`src/rtl/unified_mem_arbiter.sv`:
```
// Two-requester (instruction fetch / data access) arbiter for one variable-latency memory port.
// Define ARB_RR_EN for round-robin arbitration; otherwise D has fixed priority over I.
module unified_mem_arbiter #(
    parameter int DATA_W  = 32,
    parameter int ADDR_W  = 32,
    parameter int TIMEOUT = 255
) (
    input  logic              Clk,
    input  logic              Rst,
    input  logic              IReq,
    input  logic [ADDR_W-1:0] IAddr,
    output logic [DATA_W-1:0] IRdData,
    output logic              IDone,
    input  logic              DReq,
    input  logic              DWe,
    input  logic [ADDR_W-1:0] DAddr,
    input  logic [DATA_W-1:0] DWrData,
    output logic [DATA_W-1:0] DRdData,
    output logic              DDone,
    output logic              MemReq,
    output logic              MemWe,
    output logic [ADDR_W-1:0] MemAddr,
    output logic [DATA_W-1:0] MemWrData,
    input  logic [DATA_W-1:0] MemRdData,
    input  logic              MemAck,
    output logic              BusErr,
    output logic              Stall
);

    localparam logic [1:0] IDLE = 2'd0;
    localparam logic [1:0] BUSY = 2'd1;
    localparam logic [1:0] RESP = 2'd2;

    localparam logic OWN_D = 1'b0;
    localparam logic OWN_I = 1'b1;

    localparam int CW = (TIMEOUT > 0) ? $clog2(TIMEOUT + 1) : 1;

    logic [1:0]    state;
    logic          owner;
    logic [CW-1:0] cnt;
    logic [CW-1:0] cnt_inc;
    logic          grant_any;
    logic          grant_i;
    logic          tmo;

    always_comb begin
        grant_any = IReq | DReq;
`ifdef ARB_RR_EN
        // With both pending, the requester that was not granted last wins.
        grant_i   = IReq & (~DReq | (owner == OWN_D));
`else
        grant_i   = IReq & ~DReq;
`endif
    end

    // Abort fires in the BUSY cycle whose increment would bring the counter to TIMEOUT,
    // so MemReq stays high for exactly TIMEOUT cycles.
    always_comb begin
        cnt_inc = cnt + 1'b1;
        tmo     = (TIMEOUT != 0) && (cnt_inc == CW'(TIMEOUT));
    end

    assign MemReq = (state == BUSY);
    assign Stall  = (IReq & ~IDone) | (DReq & ~DDone);

    always_ff @(posedge Clk or negedge Rst) begin
        if (!Rst) begin
            state     <= IDLE;
            owner     <= OWN_D;
            cnt       <= '0;
            MemWe     <= 1'b0;
            MemAddr   <= '0;
            MemWrData <= '0;
            IRdData   <= '0;
            DRdData   <= '0;
            IDone     <= 1'b0;
            DDone     <= 1'b0;
            BusErr    <= 1'b0;
        end else begin
            IDone  <= 1'b0;
            DDone  <= 1'b0;
            BusErr <= 1'b0;
            case (state)
                IDLE: begin
                    if (grant_any) begin
                        owner     <= grant_i ? OWN_I : OWN_D;
                        MemWe     <= grant_i ? 1'b0 : DWe;
                        MemAddr   <= grant_i ? IAddr : DAddr;
                        MemWrData <= grant_i ? '0 : DWrData;
                        cnt       <= '0;
                        state     <= BUSY;
                    end
                end
                BUSY: begin
                    if (MemAck) begin
                        state <= RESP;
                        if (owner == OWN_I) begin
                            IDone   <= 1'b1;
                            IRdData <= MemWe ? '0 : MemRdData;
                        end else begin
                            DDone   <= 1'b1;
                            DRdData <= MemWe ? '0 : MemRdData;
                        end
                    end else if (tmo) begin
                        state  <= RESP;
                        BusErr <= 1'b1;
                        cnt    <= cnt_inc;
                        if (owner == OWN_I) begin
                            IDone   <= 1'b1;
                            IRdData <= '0;
                        end else begin
                            DDone   <= 1'b1;
                            DRdData <= '0;
                        end
                    end else if (TIMEOUT != 0) begin
                        cnt <= cnt_inc;
                    end
                end
                RESP: begin
                    state <= IDLE;
                end
                default: begin
                    state <= IDLE;
                end
            endcase
        end
    end

endmodule

```
`config.mk`:
```
export PLATFORM = sky130hd
export DESIGN_NAME = unified_mem_arbiter
export DESIGN_NICKNAME = d
export VERILOG_FILES = /design/src/rtl/unified_mem_arbiter.sv
export SDC_FILE = /design/constraint.sdc
export NUM_CORES = 1
export LEC_CHECK = 0
export ABC_AREA = 1
export BUFFER_PORTS_ARGS = -buffer_cell sky130_fd_sc_hd__buf_2
export CAP_MARGIN = 20
export CORE_MARGIN = 5
export CORE_UTILIZATION = 52
export DETAILED_ROUTE_END_ITERATION = 10
export MAX_ROUTING_LAYER = met4
export PLACE_DENSITY = 0.86
export SYNTH_ARGS = -nofsm -noshare
export SYNTH_HDL_FRONTEND = slang
export SYNTH_SLANG_ARGS = --single-unit
```
`constraint.sdc`:
```
create_clock -name Clk -period 4.5 [get_ports Clk]
set_input_delay 0.9 -clock Clk [delete_from_list [all_inputs] [get_ports Clk]]
set_output_delay 0.9 -clock Clk [all_outputs]
set_load 0.03 [all_outputs]
```
== Word level (Yosys, flattened, before mapping) ==
Cells that the tools add are included.

* Output and inout port bits: 134
* Bits of input ports: 134
* Flip-flop bits (word level): 143
* Word-level logic and storage cells: 65

* Add/subtract/negate cells: 1
* Equality and inequality tests: 5
* Reduce and logical (&&, ||, !) cells: 8
* Bitwise operators: 9
* Muxes and demuxes: 31

{| class="wikitable"
|+ Operators with widths
! cell !! number
|-
| 32-bit two-way mux || 11
|-
| 8-bit two-way mux || 2
|-
| 8-bit one-hot mux with 2 select lines || 1
|-
| 1-bit two-way mux || 13
|-
| 3-bit AND reduction || 3
|-
| 8-bit by 1-bit adder with 8-bit output (second input constant) || 1
|-
| 8-bit equality test (second input constant) || 1
|-
| 2-bit two-way mux || 3
|-
| 2-bit inequality test (second input constant) || 2
|-
| 1-bit inverter || 4
|-
| 2-bit one-hot mux with 2 select lines || 1
|-
| 2-bit AND reduction || 2
|-
| 2-bit nonzero test || 2
|-
| 1-bit bitwise AND || 3
|-
| 3-bit by 1-bit inequality test with 1-bit output (second input constant) || 1
|-
| 2-bit by 1-bit equality test with 1-bit output (second input constant) || 1
|-
| 2-bit zero test || 1
|-
| 1-bit OR || 2
|}

== Logic depth before layout (Yosys ltp) ==
Gate-level depths: netlist of run 1.

* Word-level depth: 5
* Mapped depth: 13
* Depth with buffers taken out: 12

== Worst setup path after synthesis of run 1 ==
No wires, ideal clock.

* Path type: input to output
* Start point: input DReq
* End point: output Stall
* Path slack: 1,864 ps
* Cell stages on the path: 3
* Buffers on the path: 1
* Arrival time: 1,736 ps
* Required time: 3,600 ps
* Cells stage by stage: clkbuf_1 inv_1 o22ai_1

* Longest elaborated chain between the ends: 2

{| class="wikitable"
|+ Ends and longest elaborated chain
! element !! RTL line !! RTL
|-
| start: declaration || 14 || <nowiki>input logic DReq,</nowiki>
|-
| 1-bit bitwise AND || 65 || <nowiki>assign Stall = (IReq & ~IDone) | (DReq & ~DDone);</nowiki>
|-
| 1-bit OR || 65 ||
|-
| end: declaration || 27 || <nowiki>output logic Stall</nowiki>
|}

No other way between the ends.

== Worst setup path in the final report of run 1 ==
Ends and elaborated chain as after synthesis.

==> run metrics, run 1 <==
Area contributors post-synth dfrtp_1 57%, nand2_1 11%, nand4_1 6.4%; Crit-path slowest cell buf_2; maxcap violations 0; Seq/Total Area, Yosys 0.566; cts hold-fix bufs 0; RSZ-0062 raised after global routing false; vias in the first global route 5703; crit share post-route 0.639; total wire length 18700 um; Mapped Cells 698; Reg2Reg Depth 12; core area 12000 um^2; GRT overflow 0; Sink Count 143; Pleak 4.60 nW; startpoint types input port; drt first pass iters 5; Initial Util 0.528; Cell variety after synth 25; Psw 2.96 mW; drt drc 0; Iteration-0 DRC Markers 599; Placer Congestion 0.956; final layout net count 1077; Top FF cell, synth dfrtp_1; die width 120 um; crit path max fanout 35; CP bufs+invs 3; die area 14500 um^2; initial antenna violation count 1; largest net degree at the start of global routing 82; PortBufs 267; Pwr Density 779 nW/um^2; share of cells above drive strength 1 0.335; I/O pins 268; Post-CTS Resized 0; placed insts 1067; Setup TNS 0 ps; TritonCTS clock tree built; crit end category output port; warnings from Yosys 0; Filler cells 973; first-pass GRT wire length 29300 um; final setup fails 0; H-tree depth 4; Post-synth EDFFs 0; Layout area overhead 30.8%; outcome finished clean; final worst slack 1630 ps; CP max stage delay 490 ps; Slew Viols, Final 0; Die Ht 120 um; Cell Chain, Critical Path buf_2 > inv_1 > o22ai_1 > buf_2; cts bufs inserted 17; count of final hold-check violations 0; slew margin rel. 0.304; worst skew pair latency 410 ps; # Post-CTS Setup Buffers 0; num rows 40; skew final 14.7 ps; critical path data arrival time 1970 ps; Levels on crit path 4; flop and latch count out of synthesis 143; post-DP HPWL 12600 um; Synth Area per Inst 9.06 um^2; Worst IR Drop VDD 0.425 mV; vias per std cell 5.47; Max Clk Rate 0.348 GHz; Internal 3.48 mW; Seq pwr share 0.324; via count 6026; sw frac 0.460; Clk pwr share 0.221; proportion of power drawn by combinational gates 0.454; clk buf depth 2; CTS root buffer clkbuf_16; hold path cells 2; final non-filler cell total 1102; mapped cell area 6320 um^2; most used cell, CP buf_2; Global Route Usage Sum 0.262; antenna viol nets, final 0; Hold Crit Class reg2reg; post-synth net total 834; Synth top area share 0.566; Place WS 973 ps; WL/cell 17.0 um; FFs w/ async S/R, synth 1.00; Post-synth top cells 185 x nand2_1, 143 x dfrtp_1, 70 x nor2_1, 69 x o21ai_0, 65 x nand4_1; largest area contributor in the netlist dfrtp_1; Least-Margin Pin Slew 1040 ps; Worst EP required 3600 ps; count leader, synth nand2_1; Setup CP Type in2out; Crit path max-delay family buffers and inverters; Tmin final 2870 ps; Reg clk slew, reported paths 60 ps
## state kept, by name (all words and copies together) (netlist names), 2 cells and up
register	cells
state	2
MemWrData	32
MemAddr	32
cnt	8
DRdData	32
IRdData	32
## power groups by stage
stage / Combinational (mW) / Sequential, mW / Clock [mW]
global route: 3.14 / 2.15 / 1.50
finish: 2.93 / 2.09 / 1.43
CTS: 2.92 / 2.09 / 1.44
detailed placement: 2.91 / 2.09 / 0
floorplan: 1.08 / 3.04 / 0
global placement: 2.86 / 2.08 / 0
## through the flow
step,power (mW),hold slack (ps),instance area (um^2),util
global placement,4.93,450,7620,0.637
floorplan,4.12,514,6320,-
finish,6.44,464,8270,0.691
global route,6.79,486,8270,0.691
CTS,6.44,468,8220,0.687
detailed placement,5.01,454,7620,0.637
## kinds of logic (layout without fill, tap and decap cells)
family | Yosys count | in the layout | synth area share
other | 0 | 1 | 0
and+or+nand+nor | 335 | 335 | 0.236
buffers and inverters | 107 | 363 | 0.0782
adders and majority gates | 2 | 2 | 0.00396
AOI/OAI and AO/OA | 111 | 111 | 0.116
DFF | 143 | 143 | 0.566
## path summary, 6_finish.rpt
path	to	slack, ps	from
worst max-delay path	Stall	1630	DReq
worst min-delay path	DRdData[29]	460	DRdData[29]
worst max register to register	DRdData[9]	1770	cnt[1]
worst min register to register	DRdData[29]	460	DRdData[29]
max in group asynchronous	IRdData[23]	3050	Rst
min in group asynchronous	MemWrData[13]	520	Rst
## worst min-delay path, delay by kind of cell (launching register included)
family / cells / cell delay (ps)
flip-flops: 1 / 340
AND/OR/NAND/NOR: 2 / 90
## cell usage in the layout, fill, tap and decap left out
master	n
nand3_4	2
buf_2	266
bufinv_16	3
nor2_4	1
a21oi_4	1
clkinv_4	3
clkbuf_8	2
buf_4	8
inv_2	2
clkinv_2	2
o22ai_1	6
diode_2	1
nand2_4	1
nor2_2	6
clkinv_1	1
o21ai_1	3
buf_16	1
clkbuf_1	4
buf_6	1
nand3_1	4
inv_1	51
buf_8	1
dfrtp_1	143
ha_1	2
o21ai_0	69
clkinvlp_4	1
nand3_2	1
nand2_1	185
clkbuf_16	17
nand4_1	65
nand2_2	1
nor2_1	69
a32o_1	32
## final cells by class
class                   instances  area, um^2  share of cell area
clock inverters                 9         134              0.0162
clock buffers                  23         468              0.0566
flip-flops and latches        143        3580               0.433
diodes                          1        2.50            0.000303
multi-input cells             448        2250               0.272
well taps                     147         184              0.0223
inverters                      54         203              0.0245
repair buffers                277        1450               0.175
## metal layers
layer  track usage  vias to the layer above  part of all wire
met5             -                        -                 0
met4         0.103                        0             0.032
li1              -                     2833                 -
met1         0.339                     2837              0.40
met3        0.0482                       47             0.075
met2         0.414                      309              0.49
Note: power is estimated with default switching activity, not from simulation.
==> run 2, diff against run 1 <==
--- a/config.mk
+++ b/config.mk
@@ -9,10 +9,10 @@
 export BUFFER_PORTS_ARGS = -buffer_cell sky130_fd_sc_hd__buf_2
 export CAP_MARGIN = 20
 export CORE_MARGIN = 5
-export CORE_UTILIZATION = 52
+export CORE_UTILIZATION = 43
 export DETAILED_ROUTE_END_ITERATION = 10
 export MAX_ROUTING_LAYER = met4
-export PLACE_DENSITY = 0.86
+export PLACE_DENSITY = 0.76
 export SYNTH_ARGS = -nofsm -noshare
 export SYNTH_HDL_FRONTEND = slang
 export SYNTH_SLANG_ARGS = --single-unit
==> constraint.sdc (replaced) <==
create_clock -name Clk -period 2.6 [get_ports Clk]
set_input_delay 0.52 -clock Clk [delete_from_list [all_inputs] [get_ports Clk]]
set_output_delay 0.52 -clock Clk [all_outputs]
set_load 0.03 [all_outputs]
==> run metrics, run 2 (synthesized netlist as in run 1, its figures left out) <==
Cell Chain, Critical Path ha_1 > inv_1 > nand2_1 > nand2_1 > nor2_1 > nand2_1 > nor2_2 > nand2_2 > nand2_4 > nand3_4 > nand2_1 > nand2_1; worst skew pair latency 420 ps; H-tree depth 4; initial antenna violation count 0; crit path max fanout 33; Setup TNS 0 ps; Setup CP Type reg2reg; Die Ht 131 um; Internal 5.99 mW; worst r2r src cnt[1]; I/O pins 268; drt first pass iters 5; Final Util 0.577; num rows 44; cts hold-fix bufs 0; Iteration-0 DRC Markers 405; Least-Margin Pin Slew 842 ps; Max Clk Rate 0.439 GHz; Slew Viols, Final 0; Placer Congestion 0.850; Worst IR Drop VDD 0.517 mV; R2R setup slack 320 ps; maxcap violations 0; via count 5946; final setup fails 0; Tmin final 2280 ps; Layout area overhead 32.1%; vias in the first global route 5783; antenna viol nets, final 0; die width 131 um; share of cells above drive strength 1 0.341; crit end category flop; drt drc 0; skew final 7.66 ps; Worst EP required 2900 ps; Post-CTS Resized 0; # Post-CTS Setup Buffers 0; die area 17200 um^2; vias per std cell 5.20; Initial Util 0.437; GRT overflow 0; total wire length 18700 um; Hold Crit Class in2async; largest net degree at the start of global routing 65; final layout net count 1083; most used cell, CP nand2_1; Reg2Reg Depth 12; final non-filler cell total 1143; proportion of power drawn by combinational gates 0.456; PortBufs 267; slew margin rel. 0.435; Pleak 4.62 nW; TritonCTS clock tree built; critical path data arrival time 2580 ps; Seq pwr share 0.326; outcome finished clean; startpoint types flop; antenna cell count 0; placed insts 1112; core area 14500 um^2; Psw 5.11 mW; CP bufs+invs 1; RSZ-0062 raised after global routing false; Global Route Usage Sum 0.220; Clk pwr share 0.219; cts bufs inserted 17; Critical R2R Capture DRdData[13]; CP max stage delay 440 ps; clk buf depth 2; CTS root buffer clkbuf_16; WL/cell 16.4 um; post-DP HPWL 13100 um; sw frac 0.460; most frequent cells in the layout 266 x buf_2, 185 x nand2_1, 143 x dfrtp_1, 69 x nor2_1, 69 x o21ai_0; crit share post-route 0.876; count of final hold-check violations 0; Pwr Density 1330 nW/um^2; first-pass GRT wire length 30600 um; Reg clk slew, reported paths 60 ps; Crit path max-delay family simple AND/OR/NAND/NOR gates; Crit-path slowest cell dfrtp_1; Sink Count 143; most common cell after layout, fill and taps aside buf_2
-- run 2: cell count changes in the layout (fill, tap and decap cells not counted) --
| cell | before | now |
|---|---|---|
| clkbuf_1 | 4 | 2 |
| clkinv_2 | 2 | 4 |
| buf_12 | 0 | 3 |
| diode_2 | 1 | 0 |
| clkbuf_8 | 2 | 1 |
| clkinvlp_4 | 1 | 3 |
| buf_16 | 1 | 0 |
| clkinv_4 | 3 | 1 |
| buf_8 | 1 | 0 |
| buf_4 | 8 | 13 |
-- run 2: cell type report --
| type | instances | area, um^2 |
|---|---|---|
| inverter | 54 | 203 |
| sequential | 143 | 3580 |
| tap | 184 | 230 |
| multi-input combinational | 448 | 2250 |
| clock buffer | 20 | 447 |
| clock inverter | 11 | 141 |
| timing repair buffer | 283 | 1500 |
| fill | 1338 | 6130 |
-- run 2: per-stage QoR --
| stage | power (mW) | hold WS [ps] | setup slack (ps) | area (um^2) |
|---|---|---|---|---|
| floorplan | 7.13 | 224 | 724 | 6320 |
| global placement | 8.64 | 451 | 407 | 7760 |
| detailed placement | 8.72 | 457 | 351 | 7760 |
| CTS | 11.2 | 92.8 | 328 | 8350 |
| global route | 11.7 | 110 | 49.1 | 8350 |
| finish | 11.1 | 72.5 | 323 | 8350 |
-- run 2: worst max path at each step --
stage | endpoint | slack (ps) | from | cells after the start
finish | DRdData[13] | 320 | cnt[1] | 12
global route | IRdData[23] | 50 | cnt[1] | 12
CTS | DRdData[24] | 330 | cnt[1] | 10
detailed placement | IRdData[27] | 350 | cnt[0] | 11
global placement | IRdData[7] | 410 | cnt[0] | 11
floorplan | Stall | 720 | DReq | 3
-- run 2: worst reg2reg max path, stage by stage (launching register included) --
cell	delay, ps
dfrtp_1	440
ha_1	250
inv_1	50
nand2_1	70
nand2_1	60
nor2_1	90
nand2_1	70
nor2_2	110
nand2_2	80
nand2_4	260
nand3_4	420
nand2_1	200
nand2_1	70
-- run 2: per-layer routing --
| layer | routed length, um | vias up | GRT usage |
|---|---|---|---|
| li1 | - | 2839 | - |
| met1 | 7940 | 2829 | 0.290 |
| met2 | 9250 | 249 | 0.339 |
| met3 | 1190 | 29 | 0.0459 |
| met4 | 347 | 0 | 0.0762 |
| met5 | 0 | - | - |
-- run 2: power groups by stage --
stage | Sequential [mW] | Combinational [mW] | Clock, mW
6_report | 3.61 | 5.06 | 2.43
5_1_grt | 3.72 | 5.44 | 2.59
4_1_cts | 3.61 | 5.09 | 2.49
3_5_place_dp | 3.63 | 5.09 | 0
3_3_place_gp | 3.62 | 5.02 | 0
2_1_floorplan | 5.26 | 1.87 | 0
